<file path="src/rtl/radio_frame_serializer.sv">
// radio_frame_serializer: divided radio clock, per-period I/Q capture, FIFO-buffered framed serial output.
// Define RADIO_FRAME_PARITY_EN to append an even-parity bit to every frame.
module radio_frame_serializer #(
  parameter int NUM_RADIOS  = 2,
  parameter int SAMPLE_BITS = 2,
  parameter int CLK_DIV     = 8,
  parameter int FIFO_DEPTH  = 4
) (
  input  logic                              SYS_CLK,
  input  logic                              RST_N,
  input  logic                              ENABLE,
  input  logic [NUM_RADIOS*SAMPLE_BITS-1:0] R_I,
  input  logic [NUM_RADIOS*SAMPLE_BITS-1:0] R_Q,
  output logic                              CLK_OUT,
  output logic                              DATA_OUT,
  output logic                              SYNC,
  output logic                              OVERFLOW
);
  localparam int DATA_BITS = 2*NUM_RADIOS*SAMPLE_BITS;
`ifdef RADIO_FRAME_PARITY_EN
  localparam int FRAME_BITS = DATA_BITS + 1;
`else
  localparam int FRAME_BITS = DATA_BITS;
`endif
  localparam int CW = $clog2(CLK_DIV);
  localparam int AW = $clog2(FIFO_DEPTH);
  localparam int LW = AW + 1;
  localparam int IW = $clog2(FRAME_BITS);
  localparam logic IDLE  = 1'b0;
  localparam logic SHIFT = 1'b1;
  logic [CW-1:0] cnt;
  logic [DATA_BITS-1:0] data;
  logic [FRAME_BITS-1:0] frame;
  logic [FRAME_BITS-1:0] mem [FIFO_DEPTH];
  logic [FRAME_BITS-1:0] sh;
  logic [AW-1:0] wp, rp;
  logic [LW-1:0] level;
  logic [IW-1:0] idx;
  logic state, cap, full, empty, last, pop, push;
  // highest radio lands in the top bits so the frame shifts out MSB first
  for (genvar r = 0; r < NUM_RADIOS; r++) begin : g_pack
    assign data[2*SAMPLE_BITS*r +: 2*SAMPLE_BITS] = {R_I[r*SAMPLE_BITS +: SAMPLE_BITS], R_Q[r*SAMPLE_BITS +: SAMPLE_BITS]};
  end
`ifdef RADIO_FRAME_PARITY_EN
  assign frame = {data, ^data};
`else
  assign frame = data;
`endif
  assign cap   = ENABLE && cnt == CW'(CLK_DIV - 1);
  assign full  = level == LW'(FIFO_DEPTH);
  assign empty = level == '0;
  assign last  = idx == IW'(FRAME_BITS - 1);
  assign pop   = !empty && (state == IDLE || last);
  assign push  = cap && (!full || pop);
  always_ff @(posedge SYS_CLK) begin
    if (!RST_N) begin
      cnt      <= '0;
      CLK_OUT  <= 1'b0;
      wp       <= '0;
      rp       <= '0;
      level    <= '0;
      state    <= IDLE;
      idx      <= '0;
      sh       <= '0;
      DATA_OUT <= 1'b0;
      SYNC     <= 1'b0;
      OVERFLOW <= 1'b0;
    end else begin
      cnt      <= cnt == CW'(CLK_DIV - 1) ? '0 : cnt + 1'b1;
      CLK_OUT  <= cnt < CW'(CLK_DIV / 2);
      if (push) begin
        mem[wp] <= frame;
        wp      <= wp + 1'b1;
      end
      if (pop) rp <= rp + 1'b1;
      level    <= level + LW'(push) - LW'(pop);
      OVERFLOW <= ENABLE && (OVERFLOW || (cap && !push));
      DATA_OUT <= state == SHIFT && sh[FRAME_BITS-1];
      SYNC     <= state == SHIFT && idx == '0;
      if (pop) begin
        sh    <= mem[rp];
        idx   <= '0;
        state <= SHIFT;
      end else if (state == SHIFT) begin
        state <= last ? IDLE : SHIFT;
        sh    <= sh << 1;
        idx   <= idx + 1'b1;
      end
    end
  end
endmodule

</file>
<file path="config.mk">
export PLATFORM = sky130hd
export DESIGN_NAME = radio_frame_serializer
export DESIGN_NICKNAME = d
export VERILOG_FILES = /design/src/rtl/radio_frame_serializer.sv
export SDC_FILE = /design/constraint.sdc
export NUM_CORES = 1
export LEC_CHECK = 0
export CAP_MARGIN = 20
export CORE_ASPECT_RATIO = 0.5
export CORE_MARGIN = 8
export CORE_UTILIZATION = 45
export DETAILED_ROUTE_END_ITERATION = 8
export GPL_TIMING_DRIVEN = 0
export RECOVER_POWER = 25
export SETUP_SLACK_MARGIN = 0.1
export SLEW_MARGIN = 30
export SYNTH_ARGS = -nofsm -noshare
export SYNTH_HDL_FRONTEND = slang
export SYNTH_SLANG_ARGS = --single-unit
</file>
<file path="constraint.sdc">
create_clock -name SYS_CLK -period 7.4 [get_ports SYS_CLK]
set_clock_uncertainty 0.1 [all_clocks]
set_input_delay 1.85 -clock SYS_CLK [delete_from_list [all_inputs] [get_ports SYS_CLK]]
set_output_delay 1.85 -clock SYS_CLK [all_outputs]
set_load 0.01 [all_outputs]
</file>
# [Word-level counts from Yosys, hierarchy flattened]
# Memory sizes are Yosys's and may differ from the RTL's. A register that Yosys moved wholly into a read port is not among the register bits.
# Index checks and enable logic that the tools add are counted.
# W data, S select, Z words.
[word_totals] register_bits=26 latchBits=0 ramBits=32 mem_bits_ro=0 inputBits=11 output_inout_bits=4 word_cells=52 memories=1
[op_classes] add_sub_neg=6 n_mul=0 div=0 magnitude_cmp=1 eq_ne=3 shifts=0 n_mux=10 bitwise=2 reduce_logical=18
[mem_list] name="mem" depth=4 width=8 rd=1 rd_clocked_by_memory_dff=1 wr=1 line="34" text="logic [FRAME_BITS-1:0] mem [FIFO_DEPTH];"
[ops] cell="$mux W8" count=2
[ops] cell="$eq A3 B3 Y1 const B" count=3
[ops] cell="$logic_and A1 B1 Y1" count=7
[ops] cell="$add A3 B1 Y3 const B" count=2
[ops] cell="$logic_not A3 Y1" count=2
[ops] cell="$mux W1" count=6
[ops] cell="$add A2 B1 Y2 const B" count=2
[ops] cell="$mux W2" count=2
[ops] cell="$reduce_or A2 Y1" count=2
[ops] cell="$add A3 B1 Y3" count=1
[ops] cell="$logic_not A1 Y1" count=3
[ops] cell="$logic_or A1 B1 Y1" count=3
[ops] cell="$lt A3 B3 Y1 const B" count=1
[ops] cell="$sub A3 B1 Y3" count=1
[ops] cell="$not A1 Y1" count=2
[ops] cell="$reduce_bool A2 Y1" count=1

# [Logic depth before layout (Yosys ltp)]
# Gate-level depths: netlist of run 1.
[depth] word_depth=9 depth_mapped=13 depth_no_buf=13

# [Worst setup path before layout of run 1]
# OpenSTA, ideal clock, no wires.
[synth_path] path_kind="input to register" startpoint="in ENABLE" endpoint="reg level[2]" setup_ps=79 arrival_ps=3601 required_ps=7221 setup_slack_ps=3620 cell_stages=11 n_path_buf=0 cell_sequence="nand2_1 a31oi_1 inv_1 ha_1 inv_1 ha_1 inv_1 fa_1 xor2_1 and2_1 nor3_1"
[synth_between] elab_chain_cells=4
[synth_rtl] element="start, declared" line="11" text="input logic ENABLE,"
[synth_rtl] element="$logic_and A1 B1 Y1" line="49" text="assign cap = ENABLE && cnt == CW'(CLK_DIV - 1);"
[synth_rtl] element="$logic_and A1 B1 Y1" line="54" text="assign push = cap && (!full || pop);"
[synth_rtl] element="$add A3 B1 Y3" line="76" text="level <= level + LW'(push) - LW'(pop);"
[synth_rtl] element="$sub A3 B1 Y3" line="76"
[synth_rtl] element="end signal, assigned" line="76"
[synth_rtl] element="end, declared" line="37" text="logic [LW-1:0] level;"
# Every way passes these cells.
# A chain may end at the register's enable or synchronous reset.

# [Final worst setup path of run 1]
# Ends and elaborated chain as after synthesis.

==> metrics.md, run 1 <==
| Metric | Value |
|---|---|
| Status | `finished, final reports clean` |
| Die Area | `0.008088 mm2` |
| Cells after synthesis | `167` |
| Critical Path Slowest Stage Cell | `a31oi_1` |
| Syn Nets | `190` |
| Worst Setup End Kind | `register` |
| Number of global-route vias before repair | `1434` |
| Setup bufs post-CTS | `0` |
| Period minus WS final | `4242 ps` |
| Share of synthesized registers carrying an async set or reset | `0%` |
| First-pass DRT Iterations | `4` |
| Mapped cell area | `0.002407 mm2` |
| Critical path launch point type | `input pin` |
| Synthesis-stage register bit count | `60` |
| Tcrit/Tclk final | `57.32%` |
| Grt ovf | `0` |
| Routed wire length per instance | `16.06 um` |
| Critical Path Max Stage Delay | `540 ps` |
| Worst-Skew Late Latency | `320 ps` |
| CTS buffer count | `9` |
| GRT Overall Usage | `11.97%` |
| Leak | `1.019 nW` |
| Clk sinks | `60` |
| Avg Cell Area, Syn | `14.42 um2` |
| Worst Max-Slew Pin Slew | `715.5 ps` |
| Post-synthesis sequential area ratio | `63.20%` |
| Post-DP HPWL | `2.876 mm` |
| Crit path cell chain | `clkdlybuf4s50_1, nand2_1, a31oi_1, inv_1, ha_1, inv_1, ha_1, inv_1, fa_1, xor2_1, and2_1, nor3_1` |
| Max_cap viols | `0` |
| Hold Fails Final Rpt | `0` |
| Layout Nets | `215` |
| Die width | `119.4 um` |
| DRT iter0 DRCs | `97` |
| Clock-pin slew on the worst setup and hold paths | `70 ps` |
| Top FF cell, synth | `edfxtp_1` |
| Critical path class | `in -> reg` |
| Clock root cell | `clkbuf_8` |
| Worst path arrival time | `4390 ps` |
| Hold_buf cts | `0` |
| Fillers | `426` |
| Slew Limit Fails | `0` |
| Starting Density | `47.72%` |
| Worst hold path type | `reg -> reg` |
| Worst path required time | `7540 ps` |
| Number of synthesized flops with an enable pin | `32` |
| WP buf/inv | `4` |
| Max IR drop VDD | `0.1547 mV` |
| Clk buf depth | `2` |
| Routed vias | `1380` |
| Post-cts sizing count | `0` |
| PwrDens | `329.9 mW/mm2` |
| RSZ-0062 raised after global routing | `no` |
| Routed vias/inst | `5.169` |
| CTS H-tree depth | `3` |
| Most frequent cell on the critical path | `inv_1` |
| Synth cell types | `35` |
| Max-slew headroom at the worst pin | `52.08%` |
| Final setup vio count | `0` |
| Initial antenna violation count | `0` |
| R2R depth | `13` |
| FP Rows | `18` |
| I/O pin count | `15` |
| Levels on crit path | `12` |
| DR DRC count | `0` |
| Core box area | `0.005045 mm2` |
| Area Overhead vs Synth | `17.46%` |
| CTS tree | `done` |
| Crit path max fanout | `7` |
| Top delay family on crit path | `adder cells` |
| Port bufs | `14` |
| Ys Warns | `0` |
| RePlAce Congestion | `0.7445` |
| DIE HEIGHT | `67.72 um` |
| Final ANT Viol Nets | `0` |
| Final WL | `4.289 mm` |
| Layout cells sized above 1 | `13.71%` |
| Largest net degree at the start of global routing | `12` |
| Fmax | `235.8 MHz` |
| # diodes | `0` |
| Setup tns final | `0 ps` |
| Tot Pwr | `0.0009330 W` |
| WHS Path Cells | `1` |
| First-pass GRT wire length | `7.231 mm` |
==> cells by family after synthesis <==
family | Yosys count | synth area share (%)
buffers and inverters | 15 | 2.703
XOR/XNOR | 2 | 0.7278
AND/OR/NAND/NOR | 45 | 10.91
multiplexers | 13 | 10.03
flip-flops | 60 | 63.20
AO/OA/AOI/OAI | 20 | 5.873
adder cells (fa/ha/maj) | 12 | 6.549
==> final cells by class <==
| type | count | area (um2) | share of cell area [%] |
|---|---|---|---|
| Buffer | 7 | 35.03 | 1.239 |
| Tap cell | 70 | 87.58 | 3.097 |
| Clock buffer | 10 | 127.6 | 4.513 |
| Inverter | 8 | 30.03 | 1.062 |
| Multi-Input combinational cell | 92 | 820.8 | 29.03 |
| Timing Repair Buffer | 14 | 140.1 | 4.956 |
| Clock inverter | 6 | 65.06 | 2.301 |
| Sequential cell | 60 | 1521 | 53.81 |
==> Yosys cell counts (5+ instances only) <==
cell | number | area [um2]
edfxtp_1 | 32 | 960.9
dfxtp_1 | 28 | 560.5
ha_1 | 11 | 137.6
nor2_1 | 9 | 33.78
nand2_1 | 8 | 30.03
inv_1 | 7 | 26.28
o21ai_0 | 6 | 30.03
a221o_1 | 5 | 50.05
and3_1 | 5 | 31.28
clkbuf_1 | 5 | 18.77
mux2i_1 | 5 | 50.05
mux4_2 | 5 | 112.6
==> cells in the final DEF (no fill, tap or decap), drive strengths merged, types with 4 or more instances in the layout <==
cell,Yosys,layout
inv,7,7
nor2,10,10
edfxtp,32,32
ha,11,11
dlygate4sd3,0,6
and4,5,5
clkdlybuf4s50,0,8
mux4,8,8
and3,5,5
clkinvlp,0,4
nand2,8,8
mux2i,5,5
dfxtp,28,28
o21ai,6,6
a221o,5,5
a21oi,4,4
clkbuf,5,15
==> per-stage QoR <==
stage               setup slack, ps  cell area (um2)  utilization [%]  cells  hold slack [ps]
floorplan                      3620             2407                -    167            299.2
global placement               2899             2635            52.23    251            310.4
detailed placement             2851             2635            52.23    251            317.6
CTS                            3176             2828            56.05    267            322.2
global route                   2998             2828            56.05    267            332.7
finish                         3158             2828            56.05    267            322.1
==> layer usage <==
metal  track usage [%]  vias up  wire length, um
li1                  -      680                -
met1             15.18      664             2204
met2             18.21       32             1856
met3             5.408        4              197
met4             3.698        0               29
met5                 0        -                0
==> registers in the layout, indices dropped and copies added, names as in the netlist, named ones only <==
register  flops
CLK_OUT       1
DATA_OUT      1
OVERFLOW      1
SYNC          1
cnt           3
idx           3
level         3
mem          32
rp            2
sh            8
state         1
wp            2
==> path summary, 6_finish.rpt <==
check	slack [ps]	startpoint	to
worst min register to register	320	cnt[2]$_SDFF_PP0_	CLK_OUT$_SDFF_PN0_
worst max-delay path	3160	ENABLE	level[2]$_SDFF_PN0_
worst min-delay path	320	cnt[2]$_SDFF_PP0_	CLK_OUT$_SDFF_PN0_
worst max register to register	4270	idx[0]$_SDFFE_PP0P_	level[2]$_SDFF_PN0_
==> report_power, final <==
part | internal [W] | total, W | switching, W
logic | 0.000110 | 0.000229 | 0.000119
registers | 0.000393 | 0.000421 | 0.0000282
clock network | 0.000155 | 0.000283 | 0.000128
No activity file was read; power rests on OpenSTA's default activity.
==> inputs of run 2 (changes only) <==
--- a/config.mk
+++ b/config.mk
@@ -11,6 +11,7 @@
 export CORE_UTILIZATION = 45
 export DETAILED_ROUTE_END_ITERATION = 8
 export GPL_TIMING_DRIVEN = 0
+export PLACE_DENSITY = 0.66
 export RECOVER_POWER = 25
 export SETUP_SLACK_MARGIN = 0.1
 export SLEW_MARGIN = 30
==> constraint.sdc (replaced) <==
create_clock -name SYS_CLK -period 3.6 [get_ports SYS_CLK]
set_clock_uncertainty 0.1 [all_clocks]
set_input_delay 0.9 -clock SYS_CLK [delete_from_list [all_inputs] [get_ports SYS_CLK]]
set_output_delay 0.9 -clock SYS_CLK [all_outputs]
set_load 0.01 [all_outputs]
==> metrics.md, run 2 (same netlist as run 1, synthesis figures left out) <==
| Metric | Value |
|---|---|
| Status | `finished, final reports clean` |
| Hold_buf cts | `0` |
| Routed vias | `1379` |
| Area Overhead vs Synth | `15.54%` |
| WP buf/inv | `4` |
| Final Worst Setup Slack | `306.6 ps` |
| Slew Limit Fails | `0` |
| Post-cts sizing count | `0` |
| I/O pin count | `15` |
| Max-slew headroom at the worst pin | `51.16%` |
| Starting Density | `47.72%` |
| Critical path launch point type | `input pin` |
| Place WS | `-5.661 ps` |
| First-pass DRT Iterations | `5` |
| DIE HEIGHT | `67.72 um` |
| Worst Setup End Kind | `register` |
| Crit path max fanout | `7` |
| Fmax | `303.6 MHz` |
| CTS buffer count | `9` |
| Die Area | `0.008088 mm2` |
| Routed wire length per instance | `15.68 um` |
| Layout cells sized above 1 | `12.31%` |
| Grt ovf | `0` |
| Top delay family on crit path | `adder cells` |
| CTS tree | `done` |
| Largest reg by FF count | `mem` |
| Port bufs | `14` |
| Hold Fails Final Rpt | `0` |
| Clock-pin slew on the worst setup and hold paths | `60 ps` |
| Max reg flops | `32` |
| Clk sinks | `60` |
| Final core occ | `55.13%` |
| Number of global-route vias before repair | `1381` |
| RePlAce Congestion | `0.7522` |
| Setup bufs post-CTS | `0` |
| Tcrit/Tclk final | `91.48%` |
| Final WL | `4.154 mm` |
| First-pass GRT wire length | `6.775 mm` |
| Post-DP HPWL | `2.842 mm` |
| Routed vias/inst | `5.204` |
| Worst-Skew Late Latency | `330 ps` |
| Most frequent cells in the layout | `32 x edfxtp_1, 28 x dfxtp_1, 11 x ha_1, 9 x nor2_1, 9 x clkbuf_8` |
| GRT Overall Usage | `11.03%` |
| Die width | `119.4 um` |
| Initial antenna violation count | `0` |
| Largest net degree at the start of global routing | `11` |
| Tot Pwr | `0.001803 W` |
| Critical path class | `in -> reg` |
| Worst path required time | `3750 ps` |
| Worst Max-Slew Pin Slew | `729.3 ps` |
| Placed Area | `0.002635 mm2` |
| Max_cap viols | `0` |
| Crit path cell chain | `clkdlybuf4s50_1, nand2_1, a31oi_1, inv_1, ha_1, inv_1, ha_1, inv_1, fa_1, xor2_1, and2_1, nor3_1` |
| Period minus WS final | `3293 ps` |
| RSZ-0062 raised after global routing | `no` |
| PwrDens | `648.3 mW/mm2` |
| Post-route cell area | `0.002781 mm2` |
| Layout Nets | `215` |
| Final setup vio count | `0` |
| Clock root cell | `clkbuf_8` |
| CTS H-tree depth | `3` |
| Max IR drop VDD | `0.2563 mV` |
| Critical Path Slowest Stage Cell | `a31oi_1` |
| Leak | `1.014 nW` |
| # diodes | `0` |
| DRT iter0 DRCs | `53` |
| Top flop regs | `mem (32), sh (8)` |
| Most frequent cell on the critical path | `inv_1` |
| Worst hold path type | `reg -> reg` |
| Most common cell after layout, fill and taps aside | `edfxtp_1` |
| DR DRC count | `0` |
| Critical Path Max Stage Delay | `550 ps` |
| FP Rows | `18` |
| Clk buf depth | `2` |
| Worst path arrival time | `3450 ps` |
| Core box area | `0.005045 mm2` |
| Final ANT Viol Nets | `0` |
run 2: stage by stage:
step / hold slack [ps] / cells / setup TNS, ps
floorplan: 299.2 / 167 / 0
global placement: 310.3 / 251 / 0
detailed placement: 317.1 / 251 / -5.661
CTS: 326.2 / 265 / 0
finish: 324.3 / 265 / 0
global route: 352.2 / 265 / 0
run 2: metal layers:
metal	vias up	track usage, %	part of all wire (%)
li1	675	-	-
met1	665	12.74	46
met2	31	18.00	46
met3	8	4.908	5.5
met4	0	4.622	1.7
met5	-	0	0
run 2: worst paths after layout:
check / startpoint / end / slack (ps) / depth (start not counted)
worst min register to register: cnt[2]$_SDFF_PP0_ / CLK_OUT$_SDFF_PN0_ / 320 / 1
worst min-delay path: cnt[2]$_SDFF_PP0_ / CLK_OUT$_SDFF_PN0_ / 320 / 1
worst max register to register: idx[0]$_SDFFE_PP0P_ / level[2]$_SDFF_PN0_ / 470 / 13
worst max-delay path: ENABLE / level[2]$_SDFF_PN0_ / 310 / 12
run 2: final cells by class:
class | instances | area, um2
fillers | 433 | 2263
flip-flops and latches | 60 | 1521
multi-input cells | 92 | 820.8
repair buffers | 14 | 140.1
clock buffers | 10 | 127.6
well taps | 70 | 87.58
plain buffers | 7 | 35.03
inverters | 8 | 30.03
clock inverters | 4 | 18.77
run 2: power by group:
part	leakage, nW	switching (W)	internal [W]
logic	0.417	0.000243	0.000226
clock network	0.0792	0.000232	0.000236
registers	0.518	0.0000576	0.000809
total	1.01	0.000533	0.00127
==> inputs of run 3 (changes only) <==
--- a/config.mk
+++ b/config.mk
@@ -6,12 +6,14 @@
 export NUM_CORES = 1
 export LEC_CHECK = 0
 export CAP_MARGIN = 20
+export CELL_PAD_IN_SITES_DETAIL_PLACEMENT = 1
+export CELL_PAD_IN_SITES_GLOBAL_PLACEMENT = 1
 export CORE_ASPECT_RATIO = 0.5
 export CORE_MARGIN = 8
-export CORE_UTILIZATION = 45
+export CORE_UTILIZATION = 44
 export DETAILED_ROUTE_END_ITERATION = 8
 export GPL_TIMING_DRIVEN = 0
-export PLACE_DENSITY = 0.66
+export PLACE_DENSITY_LB_ADDON = 0.1
 export RECOVER_POWER = 25
 export SETUP_SLACK_MARGIN = 0.1
 export SLEW_MARGIN = 30
==> constraint.sdc (replaced) <==
create_clock -name SYS_CLK -period 2.65 [get_ports SYS_CLK]
set_clock_uncertainty 0.1 [all_clocks]
set_input_delay 0.6625 -clock SYS_CLK [delete_from_list [all_inputs] [get_ports SYS_CLK]]
set_output_delay 0.6625 -clock SYS_CLK [all_outputs]
set_load 0.005 [all_outputs]
==> metrics.md, run 3 (same netlist as run 1, synthesis figures left out) <==
| Metric | Value |
|---|---|
| RePlAce Congestion | `0.6884` |
| Crit path max fanout | `10` |
| Clock-pin slew on the worst setup and hold paths | `60 ps` |
| Switching power | `0.0008110 W` |
| Die width | `120.6 um` |
| PwrDens | `908.1 mW/mm2` |
| Status | `finished, final reports clean` |
| Initial antenna violation count | `0` |
| GRT Overall Usage | `12.71%` |
| DIE HEIGHT | `68.31 um` |
| Worst-Skew Late Latency | `330 ps` |
| First-pass DRT Iterations | `4` |
| CTS H-tree depth | `3` |
| Core box area | `0.005373 mm2` |
| CTS tree | `done` |
| Worst path required time | `2570 ps` |
| Critical path class | `in -> reg` |
| FP Rows | `19` |
| Clk pwr share | `28.2%` |
| Max reg flops | `32` |
| Sequential share of power | `44.4%` |
| Hold Fails Final Rpt | `0` |
| DRT iter0 DRCs | `39` |
| Area Overhead vs Synth | `23.70%` |
| Max IR drop VDD | `0.4205 mV` |
| Max-slew headroom at the worst pin | `63.87%` |
| RSZ-0062 raised after global routing | `yes` |
| Worst path arrival time | `2350 ps` |
| Most common cell after layout, fill and taps aside | `edfxtp_1` |
| Worst Max-Slew Pin Slew | `542.0 ps` |
| Starting Density | `44.81%` |
| Layout cells sized above 1 | `25.00%` |
| WP buf/inv | `3` |
| Period minus WS final | `2437 ps` |
| Die Area | `0.008238 mm2` |
| Slew Limit Fails | `0` |
| Power share of the combinational group | `27.4%` |
| Routed vias | `1457` |
| Critical Path Slowest Stage Cell | `clkdlybuf4s50_1` |
| Fmax | `410.4 MHz` |
| Grt ovf | `0` |
| DR DRC count | `0` |
| Layout Nets | `222` |
| First-pass GRT wire length | `7.707 mm` |
| Most frequent cells in the layout | `32 x edfxtp_1, 25 x dfxtp_1, 9 x nor2_1, 9 x clkbuf_8` |
| Hold_buf cts | `0` |
| I/O pin count | `15` |
| Routed wire length per instance | `17.35 um` |
| Final ANT Viol Nets | `0` |
| Total internal power | `0.001893 W` |
| Post-DP HPWL | `3.234 mm` |
| Switching share of power | `29.99%` |
| Clk sinks | `60` |
| Top flop regs | `mem (32), sh (8)` |
| Final core occ | `55.43%` |
| Final setup vio count | `0` |
| Critical path launch point type | `input pin` |
| Worst hold path type | `reg -> reg` |
| Number of global-route vias before repair | `1509` |
| Largest reg by FF count | `mem` |
| Worst Setup End Kind | `register` |
| Clock root cell | `clkbuf_8` |
| Clk buf depth | `2` |
| Critical Path Max Stage Delay | `590 ps` |
| Port bufs | `14` |
| CTS buffer count | `9` |
| Crit path cell chain | `clkdlybuf4s50_1, clkbuf_1, clkbuf_2, and3_2` |
| Routed vias/inst | `5.260` |
| Max_cap viols | `0` |
| Setup tns final | `0 ps` |
| Leak | `1.076 nW` |
| # diodes | `0` |
| Largest net degree at the start of global routing | `11` |
| Final WL | `4.805 mm` |
| Top delay family on crit path | `buffers and inverters` |
| Tcrit/Tclk final | `91.95%` |
==> run 3: per-layer routing <==
layer / up-vias / track usage (%) / part of all wire, %
met3: 5 / 5.267 / 4.2
met2: 28 / 20.55 / 46
met1: 730 / 14.99 / 49
met5: - / 0 / 0
met4: 0 / 5.547 / 0.83
li1: 694 / - / -
==> run 3: cell type report <==
type,instances,area (um2)
clock inverters,6,55.05
inverters,8,30.03
plain buffers,7,36.28
clock buffers,10,127.6
multi-input cells,92,917.1
fillers,532,2395
repair buffers,21,195.2
well taps,73,91.34
flip-flops and latches,60,1525
==> run 3: timing repair <==
item / 4_1_cts / 5_1_grt
gates resized for setup: 6 / 16
buffers inserted: 2 / 5
setup endpoints to repair: 18 / 1
pin swaps: 1 / 2
==> run 3: power by group through the flow <==
stage / Clock (W) / Sequential [W] / Combinational [W]
final: 0.000763 / 0.00120 / 0.000741
after global routing: 0.000822 / 0.00121 / 0.000825
after CTS: 0.000784 / 0.00119 / 0.000697
after detailed placement: 0 / 0.00120 / 0.000677
after global placement: 0 / 0.00120 / 0.000647
after floorplan: 0 / 0.00118 / 0.000504
==> run 3: path summary, 6_finish.rpt <==
path / slack, ps / startpoint / end / cells after the start
worst min register to register: 330 / cnt[0]$_SDFF_PP0_ / cnt[0]$_SDFF_PP0_ / 1
worst min-delay path: 330 / cnt[0]$_SDFF_PP0_ / cnt[0]$_SDFF_PP0_ / 1
worst max register to register: 230 / idx[1]$_SDFFE_PP0P_ / level[2]$_SDFF_PN0_ / 13
worst max-delay path: 210 / RST_N / mem[2][2]$_DFFE_PP_ / 4
==> run 3: per-stage QoR <==
stage | std cells | area (um2) | total power (W) | setup WS, ps | hold WS (ps)
6_report | 277 | 2978 | 0.002704 | 213.3 | 331.4
2_1_floorplan | 167 | 2430 | 0.001683 | 140.4 | 299.2
3_5_place_dp | 254 | 2661 | 0.001878 | -485.7 | 350.5
4_1_cts | 272 | 2873 | 0.002666 | 70.82 | 360.2
5_1_grt | 277 | 2978 | 0.002859 | 68.63 | 351.9
3_3_place_gp | 254 | 2661 | 0.001843 | -415.7 | 314.0
